==> src/rtl/cnn_layer_pkg.sv <==
// Shared constants, FSM encoding and output-count helper for the conv3x3 layer stream control.
package cnn_layer_pkg;

    localparam int DATA_WIDTH  = 32;
    localparam int IMG_WIDTH   = 220;
    localparam int IMG_HEIGHT  = 220;
    localparam int CHANNEL_OUT = 8;

    typedef enum logic [1:0] {
        ST_IDLE  = 2'd0,
        ST_RUN   = 2'd1,
        ST_DRAIN = 2'd2,
        ST_DONE  = 2'd3
    } state_t;

    // A valid-padding 3x3 window yields one vector per interior pixel.
    function automatic int out_vectors(input int w, input int h);
        return (w - 2) * (h - 2);
    endfunction

endpackage

==> src/rtl/sync_fifo.sv <==
// Single-clock FIFO with free-slot count; read data is the head entry, valid whenever !empty.
// Push into a full FIFO succeeds only when a pop happens in the same cycle; clr empties it.
module sync_fifo #(
    parameter int WIDTH = 256,
    parameter int DEPTH = 16
) (
    input  logic                         clk,
    input  logic                         rst,
    input  logic                         clr,
    input  logic                         push,
    input  logic [WIDTH-1:0]             push_dat,
    input  logic                         pop,
    output logic [WIDTH-1:0]             pop_dat,
    output logic                         full,
    output logic                         empty,
    output logic [$clog2(DEPTH+1)-1:0]   free
);

    localparam int AW = (DEPTH > 1) ? $clog2(DEPTH) : 1;
    localparam int CW = $clog2(DEPTH + 1);

    logic [WIDTH-1:0] mem [DEPTH];
    logic [AW-1:0]    wr_ptr;
    logic [AW-1:0]    rd_ptr;
    logic [CW-1:0]    count;
    logic             do_push;
    logic             do_pop;

    assign full    = (count == CW'(DEPTH));
    assign empty   = (count == '0);
    assign free    = CW'(DEPTH) - count;
    assign pop_dat = mem[rd_ptr];
    assign do_pop  = pop && !empty;
    assign do_push = push && (!full || do_pop);

    always_ff @(posedge clk or negedge rst) begin
        if (!rst) begin
            wr_ptr <= '0;
            rd_ptr <= '0;
            count  <= '0;
        end else if (clr) begin
            wr_ptr <= '0;
            rd_ptr <= '0;
            count  <= '0;
        end else begin
            if (do_push) wr_ptr <= wr_ptr + AW'(1);
            if (do_pop)  rd_ptr <= rd_ptr + AW'(1);
            count <= count + CW'(do_push) - CW'(do_pop);
        end
    end

    always_ff @(posedge clk) begin
        if (do_push && !clr) mem[wr_ptr] <= push_dat;
    end

endmodule

==> src/rtl/layer1_stream_ctrl.sv <==
// Frame sequencer for the conv3x3+BN+ReLU layer: issues pixels (1-cycle latency), buffers output vectors, serializes words.
// Input issue is throttled by buffer credit since the layer cannot stall; output honours m_ready per word.
module layer1_stream_ctrl #(
    parameter int DATA_WIDTH  = cnn_layer_pkg::DATA_WIDTH,
    parameter int IMG_WIDTH   = cnn_layer_pkg::IMG_WIDTH,
    parameter int IMG_HEIGHT  = cnn_layer_pkg::IMG_HEIGHT,
    parameter int CHANNEL_OUT = cnn_layer_pkg::CHANNEL_OUT,
    parameter int FIFO_DEPTH  = 16,
    parameter int PIPE_SLACK  = 4,
    parameter int DRAIN_LIMIT = 4096
) (
    input  logic                              clk,
    input  logic                              rst,
    input  logic                              start,
    output logic                              busy,
    output logic                              done,
    output logic                              err_overflow,
    output logic                              err_timeout,
    input  logic [DATA_WIDTH-1:0]             s_data,
    input  logic                              s_valid,
    output logic                              s_ready,
    output logic [DATA_WIDTH-1:0]             conv_data_in,
    output logic                              conv_valid_in,
    input  logic [DATA_WIDTH*CHANNEL_OUT-1:0] conv_data_out,
    input  logic                              conv_valid_out,
    output logic [DATA_WIDTH-1:0]             m_data,
    output logic [2:0]                        m_channel,
    output logic                              m_valid,
    input  logic                              m_ready,
    output logic                              m_last
);
    import cnn_layer_pkg::*;

    localparam int PIX_TOTAL = IMG_WIDTH * IMG_HEIGHT;
    localparam int OUT_TOTAL = out_vectors(IMG_WIDTH, IMG_HEIGHT);
    localparam int ICW       = $clog2(PIX_TOTAL + 1);
    localparam int OCW       = $clog2(OUT_TOTAL + 1);
    localparam int FW        = $clog2(FIFO_DEPTH + 1);
    localparam int TW        = $clog2(DRAIN_LIMIT + 1);
    localparam int VW        = DATA_WIDTH * CHANNEL_OUT;

    state_t          state, state_nxt;
    logic [ICW-1:0]  in_cnt;
    logic [OCW-1:0]  out_cnt;
    logic [OCW-1:0]  pop_cnt;
    logic [TW-1:0]   drain_tmr;
    logic [2:0]      ch;
    logic [VW-1:0]   ser_vec;
    logic [VW-1:0]   fifo_dout;
    logic [FW-1:0]   fifo_free;
    logic            fifo_full, fifo_empty;
    logic            start_go, accept, last_pix, push, pop, drop, m_hs, timeout, drained;

    assign start_go = (state == ST_IDLE) && start;
    assign s_ready  = (state == ST_RUN) && (fifo_free > FW'(PIPE_SLACK));
    assign accept   = s_valid && s_ready;
    assign last_pix = accept && (in_cnt == ICW'(PIX_TOTAL - 1));
    assign m_hs     = m_valid && m_ready;
    assign pop      = !m_valid && !fifo_empty && !start_go;
    // A same-cycle pop makes room, so a full FIFO still takes the vector.
    assign push     = conv_valid_out && (!fifo_full || pop) && (out_cnt != OCW'(OUT_TOTAL));
    assign drop     = conv_valid_out && !push;
    assign timeout  = (state == ST_DRAIN) && (drain_tmr == TW'(DRAIN_LIMIT));
    assign drained  = (out_cnt == OCW'(OUT_TOTAL)) && fifo_empty && !m_valid;

    assign m_data    = ser_vec[int'(ch)*DATA_WIDTH +: DATA_WIDTH];
    assign m_channel = ch;
    assign m_last    = m_valid && (ch == 3'(CHANNEL_OUT - 1)) && (pop_cnt == OCW'(OUT_TOTAL));

    sync_fifo #(
        .WIDTH (VW),
        .DEPTH (FIFO_DEPTH)
    ) u_vec_fifo (
        .clk      (clk),
        .rst      (rst),
        .clr      (start_go),
        .push     (push),
        .push_dat (conv_data_out),
        .pop      (pop),
        .pop_dat  (fifo_dout),
        .full     (fifo_full),
        .empty    (fifo_empty),
        .free     (fifo_free)
    );

    always_ff @(posedge clk or negedge rst) begin
        if (!rst) state <= ST_IDLE;
        else      state <= state_nxt;
    end

    always_comb begin
        state_nxt = state;
        busy      = 1'b0;
        done      = 1'b0;
        case (state)
            ST_IDLE:  if (start) state_nxt = ST_RUN;
            ST_RUN: begin
                busy = 1'b1;
                if (last_pix) state_nxt = ST_DRAIN;
            end
            ST_DRAIN: begin
                busy = 1'b1;
                if (drained || timeout) state_nxt = ST_DONE;
            end
            ST_DONE: begin
                done      = 1'b1;
                state_nxt = ST_IDLE;
            end
            default:  state_nxt = ST_IDLE;
        endcase
    end

    always_ff @(posedge clk or negedge rst) begin
        if (!rst) begin
            conv_valid_in <= 1'b0;
            conv_data_in  <= '0;
            in_cnt        <= '0;
            out_cnt       <= '0;
            pop_cnt       <= '0;
            drain_tmr     <= '0;
            err_overflow  <= 1'b0;
            err_timeout   <= 1'b0;
            m_valid       <= 1'b0;
            ch            <= '0;
            ser_vec       <= '0;
        end else begin
            conv_valid_in <= accept;
            if (accept) conv_data_in <= s_data;

            if (state != ST_DRAIN || conv_valid_out || m_hs) drain_tmr <= '0;
            else if (!timeout)                               drain_tmr <= drain_tmr + TW'(1);

            if (start_go) begin
                in_cnt       <= '0;
                out_cnt      <= '0;
                pop_cnt      <= '0;
                err_overflow <= 1'b0;
                err_timeout  <= 1'b0;
                m_valid      <= 1'b0;
                ch           <= '0;
            end else begin
                if (accept)  in_cnt       <= in_cnt + ICW'(1);
                if (push)    out_cnt      <= out_cnt + OCW'(1);
                if (drop)    err_overflow <= 1'b1;
                if (timeout) err_timeout  <= 1'b1;
                if (pop) begin
                    ser_vec <= fifo_dout;
                    ch      <= '0;
                    m_valid <= 1'b1;
                    pop_cnt <= pop_cnt + OCW'(1);
                end else if (m_hs) begin
                    if (ch == 3'(CHANNEL_OUT - 1)) m_valid <= 1'b0;
                    else                           ch      <= ch + 3'd1;
                end
            end
        end
    end

endmodule

==> config.mk <==
export PLATFORM = sky130hd
export DESIGN_NAME = layer1_stream_ctrl
export DESIGN_NICKNAME = d
export VERILOG_FILES = /design/src/rtl/cnn_layer_pkg.sv /design/src/rtl/sync_fifo.sv /design/src/rtl/layer1_stream_ctrl.sv
export SDC_FILE = /design/constraint.sdc
export NUM_CORES = 2
export LEC_CHECK = 0
export CORE_MARGIN = 8
export CORE_UTILIZATION = 40
export DETAILED_ROUTE_END_ITERATION = 10
export PLACE_DENSITY = 0.65
export SLEW_MARGIN = 10
export SYNTH_ARGS = -nofsm -noshare
export SYNTH_HDL_FRONTEND = slang
export SYNTH_HIERARCHICAL = 1
export SYNTH_SLANG_ARGS = --single-unit
export TNS_END_PERCENT = 100
==> constraint.sdc <==
create_clock -name clk -period 22.9 [get_ports clk]
set_input_delay 4.58 -clock clk [delete_from_list [all_inputs] [get_ports clk]]
set_output_delay 4.58 -clock clk [all_outputs]
set_load 0.1 [all_outputs]
==> metrics.txt <==
Post-CTS Setup Inserts=0; mapped cell area=169,800 µm²; Unique masters post-synth=51; max-cap violation count=0; warnings from Yosys=6; asr flop ratio synth=8.305%; Tot Pwr=25.07 mW; EDFF count, synth=4,096; Setup Viol. Count Final=0; PwrDens=between 100 and 150 nW/µm²; clk_skew=between 0.1 and 0.15 ns; drt total wl=430.0 mm; setup TNS=0 ns; largest net degree at the start of global routing=124; CP Data Arrival Time=10.81 ns; status=complete, no violations; CP Capture Type=flip-flop; Slew HR=18.34%; hold wc startpoint=conv_data_in[4]; slowest stage delay, CP=0.83 ns; kind of critical path=in -> reg; Seq cells post-synth=4,467; CP Cell Sequence=clkdlybuf4s50_1 -> a211oi_4 -> buf_4 -> o21a_1 -> nand2_2 -> inv_1 -> inv_1 -> a211oi_1 -> nand2_1 -> nor3_4 -> buf_12 -> buf_4 -> buf_4; die width=667.5 µm; CTS root buf=clkbuf_16; nets=8,412; Die Y=667.5 µm; period utilization=44.68%; clock-pin slew on the worst setup and hold paths=~0.06 ns; Post-DP Area=180,000 µm²; DIE AREA=445,600 µm²; vias in the first global route=80,480; Top Ports=between 300 and 400; Hold-fix buffers, CTS=0; clk_lat worst skew=roughly 1.1 ns; fin. max-slew vios=0; crit path time final=roughly 10 ns; fraction of layout cells with a size suffix above 1=25.64%; Final Util=45.83%; GRT Total Usage=18.81%; crit path launch type=input pin; via count=80,370; HPWL after DPL=258.8 mm; maximum root-to-sink buffer count=4; RSZ-0062 raised after global routing=false; Hold Crit Class=reg -> reg; register area share after synthesis=between 70% and 80%; CTS tree=built; critical path peak fanout=117; Routed Antenna Nets=0; CTS resizes=0; Main synth FF type=edfxtp_1; total gr overflow=0; # port buffers=between 300 and 400; CTS H-tree lvls=5; Synth area leader=edfxtp_1; CP most frequent cell=buf_4; CP bufs+invs=7; DR iter-0 viols=8,715; CP max-delay cell=buf_4; measured slew at the worst slew-check pin=1.225 ns; iteration count of the initial detailed-routing pass=5; Peak VDD IR=0.2574 mV; Synth top area share=72.44%; Reg-to-Reg Start=u_vec_fifo/count[1]; Area Overhead vs Synth=14.20%; Worst Path Required=23.47 ns; Mean Syn Cell Area=22.47 µm²; Routability Congestion=0.8027; Rows=239; Placeable Area=423,100 µm²; initial antenna violation count=130; DRC=0; Max Clock Freq=0.09773 GHz; worst hold margin=0.4745 ns; clock sink count=4,467; final hold violations=0; Vias/cell=5.683; Starting Density=~40%; syn_nets=between 7,000 and 8,000; cts bufs inserted=433; Critical Path Start=start; drt wl/cell=approximately 30 µm; leak pwr=a little over 60 nW; Layout Cell Area excl Fill=~190,000 µm²; synthesized instance count=between 7,000 and 8,000; global-route wire length before repair=just over 600 mm; Synth area leaders=edfxtp_1 72%, mux4_2 14%, dfrtp_1 5.5%; crit-path leading delay family=buffers and inverters
tightest hold or removal path: cells and delay by family (launching register included):
kind | cells | cell delay (ns)
flops | 1 | 0.34
simple gates | 2 | 0.11
cells by family after synthesis:
group	after synthesis	synth area share [%]
compound gates	562	2.443
xor+xnor	60	0.3095
fa+ha+maj	28	0.2107
buf+inv	445	1.258
flops	4467	77.91
mux	1384	16.33
simple gates	609	1.543
report_power, final:
| group | total, mW | internal (mW) | switching, mW |
|---|---|---|---|
| clock network | 6.92 | 3.89 | 3.03 |
| registers | 10.4 | 9.97 | 0.448 |
| logic | 7.72 | 2.77 | 4.95 |
| total | 25.1 | 16.6 | 8.43 |
sequential cells by signal (all words and copies together) (netlist names), 2 cells and up:
register           count
u_vec_fifo/mem      4096
ser_vec              256
conv_data_in          32
in_cnt                16
out_cnt               16
pop_cnt               16
drain_tmr             13
u_vec_fifo/count       5
u_vec_fifo/rd_ptr      4
u_vec_fifo/wr_ptr      4
m_channel              3
state                  2
synth_stat cells, drive strengths merged, types with 12 or more instances:
library cell  number
nor2b             12
o21ai             15
nand4             22
mux2             289
inv               35
dfrtp            371
clkbuf           167
mux2i             15
nand3             16
a21oi             20
nor3              17
ha                27
xnor2             36
mux4            1080
a22oi            505
buf              243
nor2              84
edfxtp          4096
xor2              24
nand2            400
final timing paths:
path	cells past startpoint	slack, ns	end
min in group asynchronous	1	3.56	out_cnt[8]
hold / removal	2	0.47	conv_data_in[4]
setup / recovery	13	12.67	u_vec_fifo/mem[3][83]
hold reg to reg	2	0.47	conv_data_in[4]
max in group asynchronous	3	16.73	ser_vec[3]
setup reg to reg	16	15.42	u_vec_fifo/mem[3][83]
placed cells by master, fill, tap and decap left out, types with 15 or more instances in the layout:
cell,synthesis,routed
ha_1,27,27
mux4_2,1080,1080
diode_2,0,27
a22oi_1,505,505
bufinv_16,0,29
clkbuf_1,167,101
o21ai_0,15,15
mux2i_1,15,15
a21oi_1,20,20
nand4_1,22,22
inv_1,34,34
buf_12,0,17
clkinv_1,0,76
xor2_1,24,24
nor2_1,82,70
mux2_2,289,289
edfxtp_1,4096,4096
dfrtp_1,371,366
buf_4,52,125
nand2_1,399,399
clkinv_2,0,90
clkbuf_16,0,438
nand3_1,16,16
xnor2_1,36,36
clkdlybuf4s50_1,0,364
area by class of cell:
class	count	area (µm²)
Antenna cell	27	67.56
Clock buffer	553	11510
Clock inverter	244	2335
Fill cell	34370	229200
Inverter	35	131.4
Multi-Input combinational cell	2643	35530
Sequential cell	4467	132300
Tap cell	5663	7086
Timing Repair Buffer	510	4952
through the flow:
stage                     setup slack [ns]  std cells
final                                12.67      14140
after global routing                 12.50      14130
after CTS                            12.75      14120
after detailed placement             11.77      13320
after global placement               11.71      13320
after floorplan                      5.206       7555
layer usage:
metal / up-vias / global-route usage (%) / share of wire, %
li1: 32830 / - / -
met1: 43450 / 25.73 / 40
met2: 3331 / 30.49 / 49
met3: 717 / 3.211 / 7.3
met4: 42 / 6.900 / 3.8
met5: - / 0 / 0.067
No activity file was read; power rests on OpenSTA's default activity.
